## src/rtl/multicycle_main_ctrl.sv

```systemverilog
// -----------------------------------------------------------------------------
// multicycle_main_ctrl
//   Main control FSM of the multi-cycle MIPS CPU. Steps each instruction
//   through fetch / decode / execute / memory / writeback, drives the datapath
//   mux selects and write strobes, and produces the 2-bit ALUOp for the ALU
//   decoder (00 = add, 01 = sub, 10 = decode by Funct).
//
//   Optional feature: define MCCTRL_BNE_EN to add the BNE state (12).
//   Without it, OP_BNE is treated as an illegal opcode.
//
// Ports
//   clk       in   rising-edge clock
//   rst_n     in   asynchronous active-low reset
//   Op        in   IR[31:26], stable from DECODE until return to FETCH
//   Zero      in   ALU zero flag
//   MemReady  in   memory access complete this cycle
//   IorD      out  memory address select (0 = PC, 1 = ALUOut)
//   MemWrite  out  memory write strobe
//   IRWrite   out  instruction register load
//   RegDst    out  register destination (1 = rd, 0 = rt)
//   MemtoReg  out  register write data (1 = MDR, 0 = ALUOut)
//   RegWrite  out  register file write
//   ALUSrcA   out  ALU A select (0 = PC, 1 = regA)
//   ALUSrcB   out  ALU B select (00 regB, 01 4, 10 SignImm, 11 SignImm<<2)
//   ALUOp     out  ALU operation class
//   PCSrc     out  PC source (00 ALU result, 01 ALUOut, 10 jump target)
//   PCEn      out  PC load enable
//   IllegalOp out  one-cycle pulse on an unsupported opcode in DECODE
//   State     out  current state (debug)
// -----------------------------------------------------------------------------
module multicycle_main_ctrl #(
   parameter logic [5:0] OP_RTYPE = 6'b000000,
   parameter logic [5:0] OP_LW    = 6'b100011,
   parameter logic [5:0] OP_SW    = 6'b101011,
   parameter logic [5:0] OP_BEQ   = 6'b000100,
   parameter logic [5:0] OP_ADDI  = 6'b001000,
   parameter logic [5:0] OP_J     = 6'b000010,
   parameter logic [5:0] OP_BNE   = 6'b000101
) (
   input  logic       clk,
   input  logic       rst_n,
   input  logic [5:0] Op,
   input  logic       Zero,
   input  logic       MemReady,
   output logic       IorD,
   output logic       MemWrite,
   output logic       IRWrite,
   output logic       RegDst,
   output logic       MemtoReg,
   output logic       RegWrite,
   output logic       ALUSrcA,
   output logic [1:0] ALUSrcB,
   output logic [1:0] ALUOp,
   output logic [1:0] PCSrc,
   output logic       PCEn,
   output logic       IllegalOp,
   output logic [3:0] State
);

   typedef enum logic [3:0] {
      S_FETCH   = 4'd0,
      S_DECODE  = 4'd1,
      S_MEMADR  = 4'd2,
      S_MEMRD   = 4'd3,
      S_MEMWB   = 4'd4,
      S_MEMWR   = 4'd5,
      S_EXECUTE = 4'd6,
      S_ALUWB   = 4'd7,
      S_BRANCH  = 4'd8,
      S_ADDIEX  = 4'd9,
      S_ADDIWB  = 4'd10,
      S_JUMP    = 4'd11
`ifdef MCCTRL_BNE_EN
      ,
      S_BNE     = 4'd12
`endif
   } state_t;

   // Moore control word; 'fetch' marks states whose IRWrite/PCWrite follow MemReady
   typedef struct packed {
      logic       iord;
      logic       memwrite;
      logic       fetch;
      logic       regdst;
      logic       memtoreg;
      logic       regwrite;
      logic       alusrca;
      logic [1:0] alusrcb;
      logic [1:0] aluop;
      logic [1:0] pcsrc;
      logic       pcwrite;
      logic       branch;
      logic       branchne;
   } ctrl_t;

   state_t r_state;
   ctrl_t  r_ctrl;
   state_t w_next;
   logic   w_illegal;
   ctrl_t  w_ctrl;

   function automatic ctrl_t decode(input state_t s);
      ctrl_t c;
      c = '0;
      case (s)
         S_DECODE:  c.alusrcb = 2'b11;
         S_MEMADR:  begin c.alusrca = 1'b1; c.alusrcb = 2'b10; end
         S_MEMRD:   c.iord = 1'b1;
         S_MEMWB:   begin c.memtoreg = 1'b1; c.regwrite = 1'b1; end
         S_MEMWR:   begin c.iord = 1'b1; c.memwrite = 1'b1; end
         S_EXECUTE: begin c.alusrca = 1'b1; c.aluop = 2'b10; end
         S_ALUWB:   begin c.regdst = 1'b1; c.regwrite = 1'b1; end
         S_BRANCH:  begin
            c.alusrca = 1'b1; c.aluop = 2'b01; c.pcsrc = 2'b01; c.branch = 1'b1;
         end
         S_ADDIEX:  begin c.alusrca = 1'b1; c.alusrcb = 2'b10; end
         S_ADDIWB:  c.regwrite = 1'b1;
         S_JUMP:    begin c.pcsrc = 2'b10; c.pcwrite = 1'b1; end
`ifdef MCCTRL_BNE_EN
         S_BNE:     begin
            c.alusrca = 1'b1; c.aluop = 2'b01; c.pcsrc = 2'b01; c.branchne = 1'b1;
         end
`endif
         // FETCH and the unused encodings share the fetch decode
         default:   begin c.fetch = 1'b1; c.alusrcb = 2'b01; end
      endcase
      return c;
   endfunction

   always_comb begin
      w_next    = r_state;
      w_illegal = 1'b0;
      case (r_state)
         S_FETCH:   if (MemReady) w_next = S_DECODE;
         S_DECODE:  begin
            case (Op)
               OP_LW, OP_SW: w_next = S_MEMADR;
               OP_RTYPE:     w_next = S_EXECUTE;
               OP_BEQ:       w_next = S_BRANCH;
               OP_ADDI:      w_next = S_ADDIEX;
               OP_J:         w_next = S_JUMP;
`ifdef MCCTRL_BNE_EN
               OP_BNE:       w_next = S_BNE;
`else
               OP_BNE:       begin w_next = S_FETCH; w_illegal = 1'b1; end
`endif
               default:      begin w_next = S_FETCH; w_illegal = 1'b1; end
            endcase
         end
         S_MEMADR:  w_next = (Op == OP_LW) ? S_MEMRD : S_MEMWR;
         S_MEMRD:   if (MemReady) w_next = S_MEMWB;
         S_MEMWR:   if (MemReady) w_next = S_FETCH;
         S_EXECUTE: w_next = S_ALUWB;
         S_ADDIEX:  w_next = S_ADDIWB;
         default:   w_next = S_FETCH;
      endcase
   end

   // Control word is registered from the next-state decode, so it always
   // matches r_state; its reset value is the FETCH decode for the same reason.
   always_ff @(posedge clk or negedge rst_n) begin
      if (!rst_n) begin
         r_state <= S_FETCH;
         r_ctrl  <= decode(S_FETCH);
      end else begin
         r_state <= w_next;
         r_ctrl  <= decode(w_next);
      end
   end

   // Gating by rst_n drops every strobe the instant reset asserts
   assign w_ctrl    = rst_n ? r_ctrl : '0;

   assign IorD      = w_ctrl.iord;
   assign MemWrite  = w_ctrl.memwrite;
   assign IRWrite   = w_ctrl.fetch & MemReady;
   assign RegDst    = w_ctrl.regdst;
   assign MemtoReg  = w_ctrl.memtoreg;
   assign RegWrite  = w_ctrl.regwrite;
   assign ALUSrcA   = w_ctrl.alusrca;
   assign ALUSrcB   = w_ctrl.alusrcb;
   assign ALUOp     = w_ctrl.aluop;
   assign PCSrc     = w_ctrl.pcsrc;
   assign PCEn      = (w_ctrl.fetch & MemReady) | w_ctrl.pcwrite |
                      (w_ctrl.branch & Zero) | (w_ctrl.branchne & ~Zero);
   assign IllegalOp = rst_n & w_illegal;
   assign State     = r_state;

endmodule

```

## config.mk

```make
export PLATFORM = sky130hd
export DESIGN_NAME = multicycle_main_ctrl
export DESIGN_NICKNAME = d
export VERILOG_FILES = /design/src/rtl/multicycle_main_ctrl.sv
export SDC_FILE = /design/constraint.sdc
export NUM_CORES = 1
export LEC_CHECK = 0
export CORE_ASPECT_RATIO = 1.5
export CORE_UTILIZATION = 30
export CTS_BUF_LIST = sky130_fd_sc_hd__clkbuf_8 sky130_fd_sc_hd__clkbuf_16
export DETAILED_ROUTE_END_ITERATION = 12
export PLACE_DENSITY = 0.53
export SYNTH_ARGS = -nofsm -noshare
export SYNTH_HDL_FRONTEND = slang
export SYNTH_SLANG_ARGS = --single-unit
```

## constraint.sdc

```tcl
create_clock -name clk -period 1.5 [get_ports clk]
set_input_delay 0.3 -clock clk [delete_from_list [all_inputs] [get_ports clk]]
set_output_delay 0.3 -clock clk [all_outputs]
set_load 0.01 [all_outputs]
```

# Word-level counts from Yosys, hierarchy flattened
# Index checks and enable logic that the tools add are counted.
# totals
ff_bits,19
latch_bits,0
ramBits,0
rom_bits,0
output_inout_bits,19
memories,0
# op_classes
n_addsub,0
mul,0
n_div,0
order_cmp,0
eq_ne,22
shift,0
n_mux,21
bitwise_logic,8
reduce_logical,10
# ops
operator,count
$pmux 4 s7,1
$eq 4x3->1 const B,6
$eq 4x4->1 const B,5
$pmux 4 s5,1
$eq 4x2->1 const B,4
$mux 16,1
$eq 6x6->1 const B,2
$mux 4,3
$mux 1,11
$reduce_or 11->1,1
$eq 4x1->1 const B,2
$pmux 2 s2,2
$reduce_or 8->1,1
$eq 6x2->1 const B,1
$eq 6x3->1 const B,1
$eq 6x4->1 const B,1
$logic_not 6->1,1
$pmux 2 s3,1
$reduce_or 2->1,3
$reduce_or 6->1,1
$and 1x1->1,4
$logic_not 4->1,1
$reduce_or 4->1,1
$mux 3,1
other kinds (3),5

# Logic depth before layout (Yosys ltp)
# depth
word_depth,7
ltp_mapped,6

# Worst setup path after synthesis
# Ideal clock, no wire load.
# synth_path
path_kind,flip-flop to flip-flop
start,"register r_state[2], in the netlist State[2]"
end,register r_ctrl[9] (netlist name)
arrival_time_ns,1.658
required_time_ns,1.375
path_slack_ns,-0.282
path_stages_with_launch,7
synth_period_minus_slack_ns,1.782
path_cell_list,dfrtp_1 -> buf_2 -> nor4b_2 -> nand3_1 -> nor2_1 -> or2_1 -> mux2_2
# synth_between
elab_chain_cells,5
word_cells_on_any_way,17
# synth_lines
element,line_no,source
"start, declared",96,state_t r_state;
"start signal, assigned",166,r_state <= w_next;
"$eq 4x4->1, or another cell as far along",133,case (r_state)
$pmux 4 s7 (*),133,
via w_next[1],98,state_t w_next;
"$eq 4x4->1, or another cell as far along",105,case (s)
$reduce_or 4->1 (no line) (*),n/a,
$mux 1 (*),105,
"end signal, assigned",164,r_ctrl <= decode(S_FETCH);
"end signal, assigned",167,r_ctrl <= decode(w_next);
"end, declared",97,ctrl_t r_ctrl;
# Mark *: on every way through the listed nets, which the timed path passes. The rest lies on a longest branch.

# Worst setup path in the final report
# layout_path
start,"register r_state[1], in the netlist State[1]"
end,register r_ctrl[9] (netlist name)
# layout_between
elab_chain_cells,5
word_cells_on_any_way,17
# layout_lines
element,line_no
"$eq 4x4->1, or another cell as far along",133
$pmux 4 s7 (*),133
via w_next[1],98
"$eq 4x4->1, or another cell as far along",105
$reduce_or 4->1 (no line) (*),n/a
$mux 1 (*),105
# Marked as above.

==> flow_metrics.tcl <==
set metrics [dict create \
    cts_buffers 3 \
    tightestPinTransition_ns 0.414 \
    cp_top_family "simple AND/OR/NAND/NOR gates" \
    cts_root_buffer "clkbuf_8" \
    antenna_left 0 \
    critical_path_arrival_ns 1.95 \
    die_area_um2 3930 \
    holdBufCountCts 0 \
    timing.final.hold_violations 0 \
    synth_edf_count 0 \
    yosysWarningCount 0 \
    gp_congestion 0.823 \
    wirelength_um 3120 \
    top_layer "met4" \
    drt-met1-wl_um 1230 \
    reg2reg_depth 6 \
    grt.total_usage_pct 18.5 \
    switchingPower_w 0.000377 \
    viasPerCell 4.84 \
    timing.rr.start "State[1]" \
    grt_pass1_vias 1137 \
    endpoint_kind "flop" \
    crit_path_top_delay_cell "dfrtp_2" \
    io_pins 29 \
    drv_cap 0 \
    rows 26 \
    drive_gt1_share_pct 53.3 \
    core_um2 3450 \
    diodes 0 \
    wl_met2_um 1750 \
    synth_area_um2 1100 \
    max_stage_delay_ns 0.45 \
    num_vias 1093 \
    p_per_area_nw_per_um2 707 \
    skew_ns 0.00446 \
    ys.flop_type "dfrtp_1" \
    layout_setup_ws_ns -0.311 \
    hold_class "input port to async pin" \
    fin_crit_sh_pct 121 \
    synthDistinctLibCells 42 \
    dp_hpwl_um 2240 \
    fmax_mhz 552 \
    grt_max_degree 12 \
    synth_cells 109 \
    die_h_um 76.2 \
    power.share.clock_pct 28.8 \
    slew_headroom_pct 72.2 \
    syn_area_per_cell_um2 10.1 \
    swShare_pct 27.8 \
    p_comb_share_pct 32.2 \
    outcome "finished with violations" \
    regArea_um2 457 \
    power_w 0.00136 \
    worstPathCellList "buf_6 -> and4bb_2 -> a41oi_2 -> o211ai_4 -> or2_1 -> mux2_2" \
    cp-start-kind "flop" \
    antenna_found_initial 0 \
    p_int_w 0.000982 \
    final_nets 195 \
    rrSetupSlack_ns -0.31 \
    finish.utilization_pct 55.8 \
    r2r_end "r_ctrl[9]" \
    drc_errors 0 \
    rsz0062_at_grt "true" \
    violations "setup timing" \
    overflow 0 \
    drtIter0Drc 17 \
    holdWs_ns 0.0136 \
    final_cell_mix "buf_4, dlygate4sd2_1, dfrtp_1, and2_1" \
    cp_max_fo 6 \
    die_x_um 51.5 \
    nFillCells 325 \
    leakage_nw 0.981 \
    cts_tree "built" \
    ys_seq_elements 18 \
    grt_pass1_wl_um 5400 \
    crit_required_ns 1.64 \
    drt-pass1-iter-count 4 \
    slew_violations 0 \
    multiInputGateArea_um2 731 \
    clk_path_buf_depth 2 \
    met3WireLength_um 65 \
    post-route-min-period_ns 1.81 \
    clock-sinks 18 \
    wl_per_cell_um 13.8 \
    clk_transition_reported_paths_ns 0.07 \
    mostFrequentLayoutCell "buf_4" \
    seq_power_share_pct 38.9 \
    async_reset_ff_share_pct 100 \
    setup_violations 9 \
    peakVddDrop_mv 0.363 \
    syn_nets 119 \
    crit_type "flop to flop" \
    initial_core_util_pct 32.0 \
    io_buffers 28 \
    ys_seq_area_share_pct 41.1 \
    cts_max_level 1 \
    syn2layout_area_growth_pct 74.5 \
    crit_buf_inv 1 \
    clk-insertion-delay-late_ns 0.26 \
]
==> synthesized netlist by cell type (2+ instances only) <==
master	count	area, um2
o21ai_0	3	15.0
dfstp_2	2	52.6
nand3_1	5	25.0
and3_2	2	15.0
inv_1	3	11.3
nor4_4	2	42.5
nor3_1	3	15.0
buf_2	3	15.0
nand2_1	6	22.5
nor2_1	6	22.5
nor2b_1	4	25.0
nand2b_1	3	18.8
nor3b_1	3	22.5
or2_1	2	12.5
and3_1	4	25.0
mux2_2	2	22.5
a21o_1	2	15.0
dfrtp_1	16	400
and2_1	13	81.3
clkbuf_1	2	7.51
o211ai_1	2	15.0
==> metrics by stage <==
stage	cells	setup WS [ns]	TNS [ns]	cell area [um2]
after global routing	226	-0.376	-2.24	1920
after floorplan	109	-0.222	-0.543	1140
after global placement	209	-0.766	-14.58	1690
after CTS	224	-0.311	-1.59	1930
after detailed placement	209	-0.780	-14.59	1690
final	226	-0.311	-1.62	1920
==> sequential cells by signal, summed over array words and instances, names as in the netlist <==
register,count
State,4
r_ctrl,14
==> how the worst max path moves through the flow <==
stage	cells after the start	slack, ns	startpoint	to
global placement	6	-0.77	Op[0]	r_ctrl[9]
global route	5	-0.38	State[1]	IllegalOp
floorplan	6	-0.22	State[3]	r_ctrl[9]
detailed placement	6	-0.78	Op[0]	r_ctrl[9]
finish	6	-0.31	State[1]	r_ctrl[9]
CTS	6	-0.31	State[1]	r_ctrl[9]
==> power groups by stage <==
stage / Combinational [W] / Clock [W] / Sequential, W
detailed placement: 0.000353 / 0 / 0.000549
global route: 0.000472 / 0.000428 / 0.000533
global placement: 0.000349 / 0 / 0.000550
floorplan: 0.000170 / 0 / 0.000543
CTS: 0.000435 / 0.000399 / 0.000529
finish: 0.000438 / 0.000392 / 0.000530
==> what timing repair did <==
action | 4_1_cts | 5_1_grt
setup buffers | 12 | 4
pin swaps | 20 | 9
cloned | 1 | 0
endpoints found under the setup margin | 29 | 14
gates resized for setup | 79 | 13
==> logic make-up (layout without fill, tap and decap cells) <==
group	Yosys count	count (layout)	share of synthesized area [%]
DFF	18	18	41.1
xor gates and xnor gates	1	1	0.795
muxes	2	2	2.04
AOI/OAI and AO/OA	15	15	12.9
and+or+nand+nor	64	64	39.0
buffers and inverters	9	84	4.09
==> final cells by class <==
class / count / share of cell area (%)
flip-flops and latches: 18 / 23.7
well taps: 42 / 2.73
multi-input cells: 82 / 38.0
repair buffers: 77 / 32.1
inverters: 3 / 0.586
clock buffers: 4 / 2.86
==> per-layer routing <==
metal  global-route usage [%]  up-vias
met3                     1.40        5
li1                         -      534
met4                     8.92        0
met2                     32.9       21
met5                        0        -
met1                     21.3      533
No activity file was read; power rests on OpenSTA's default activity.
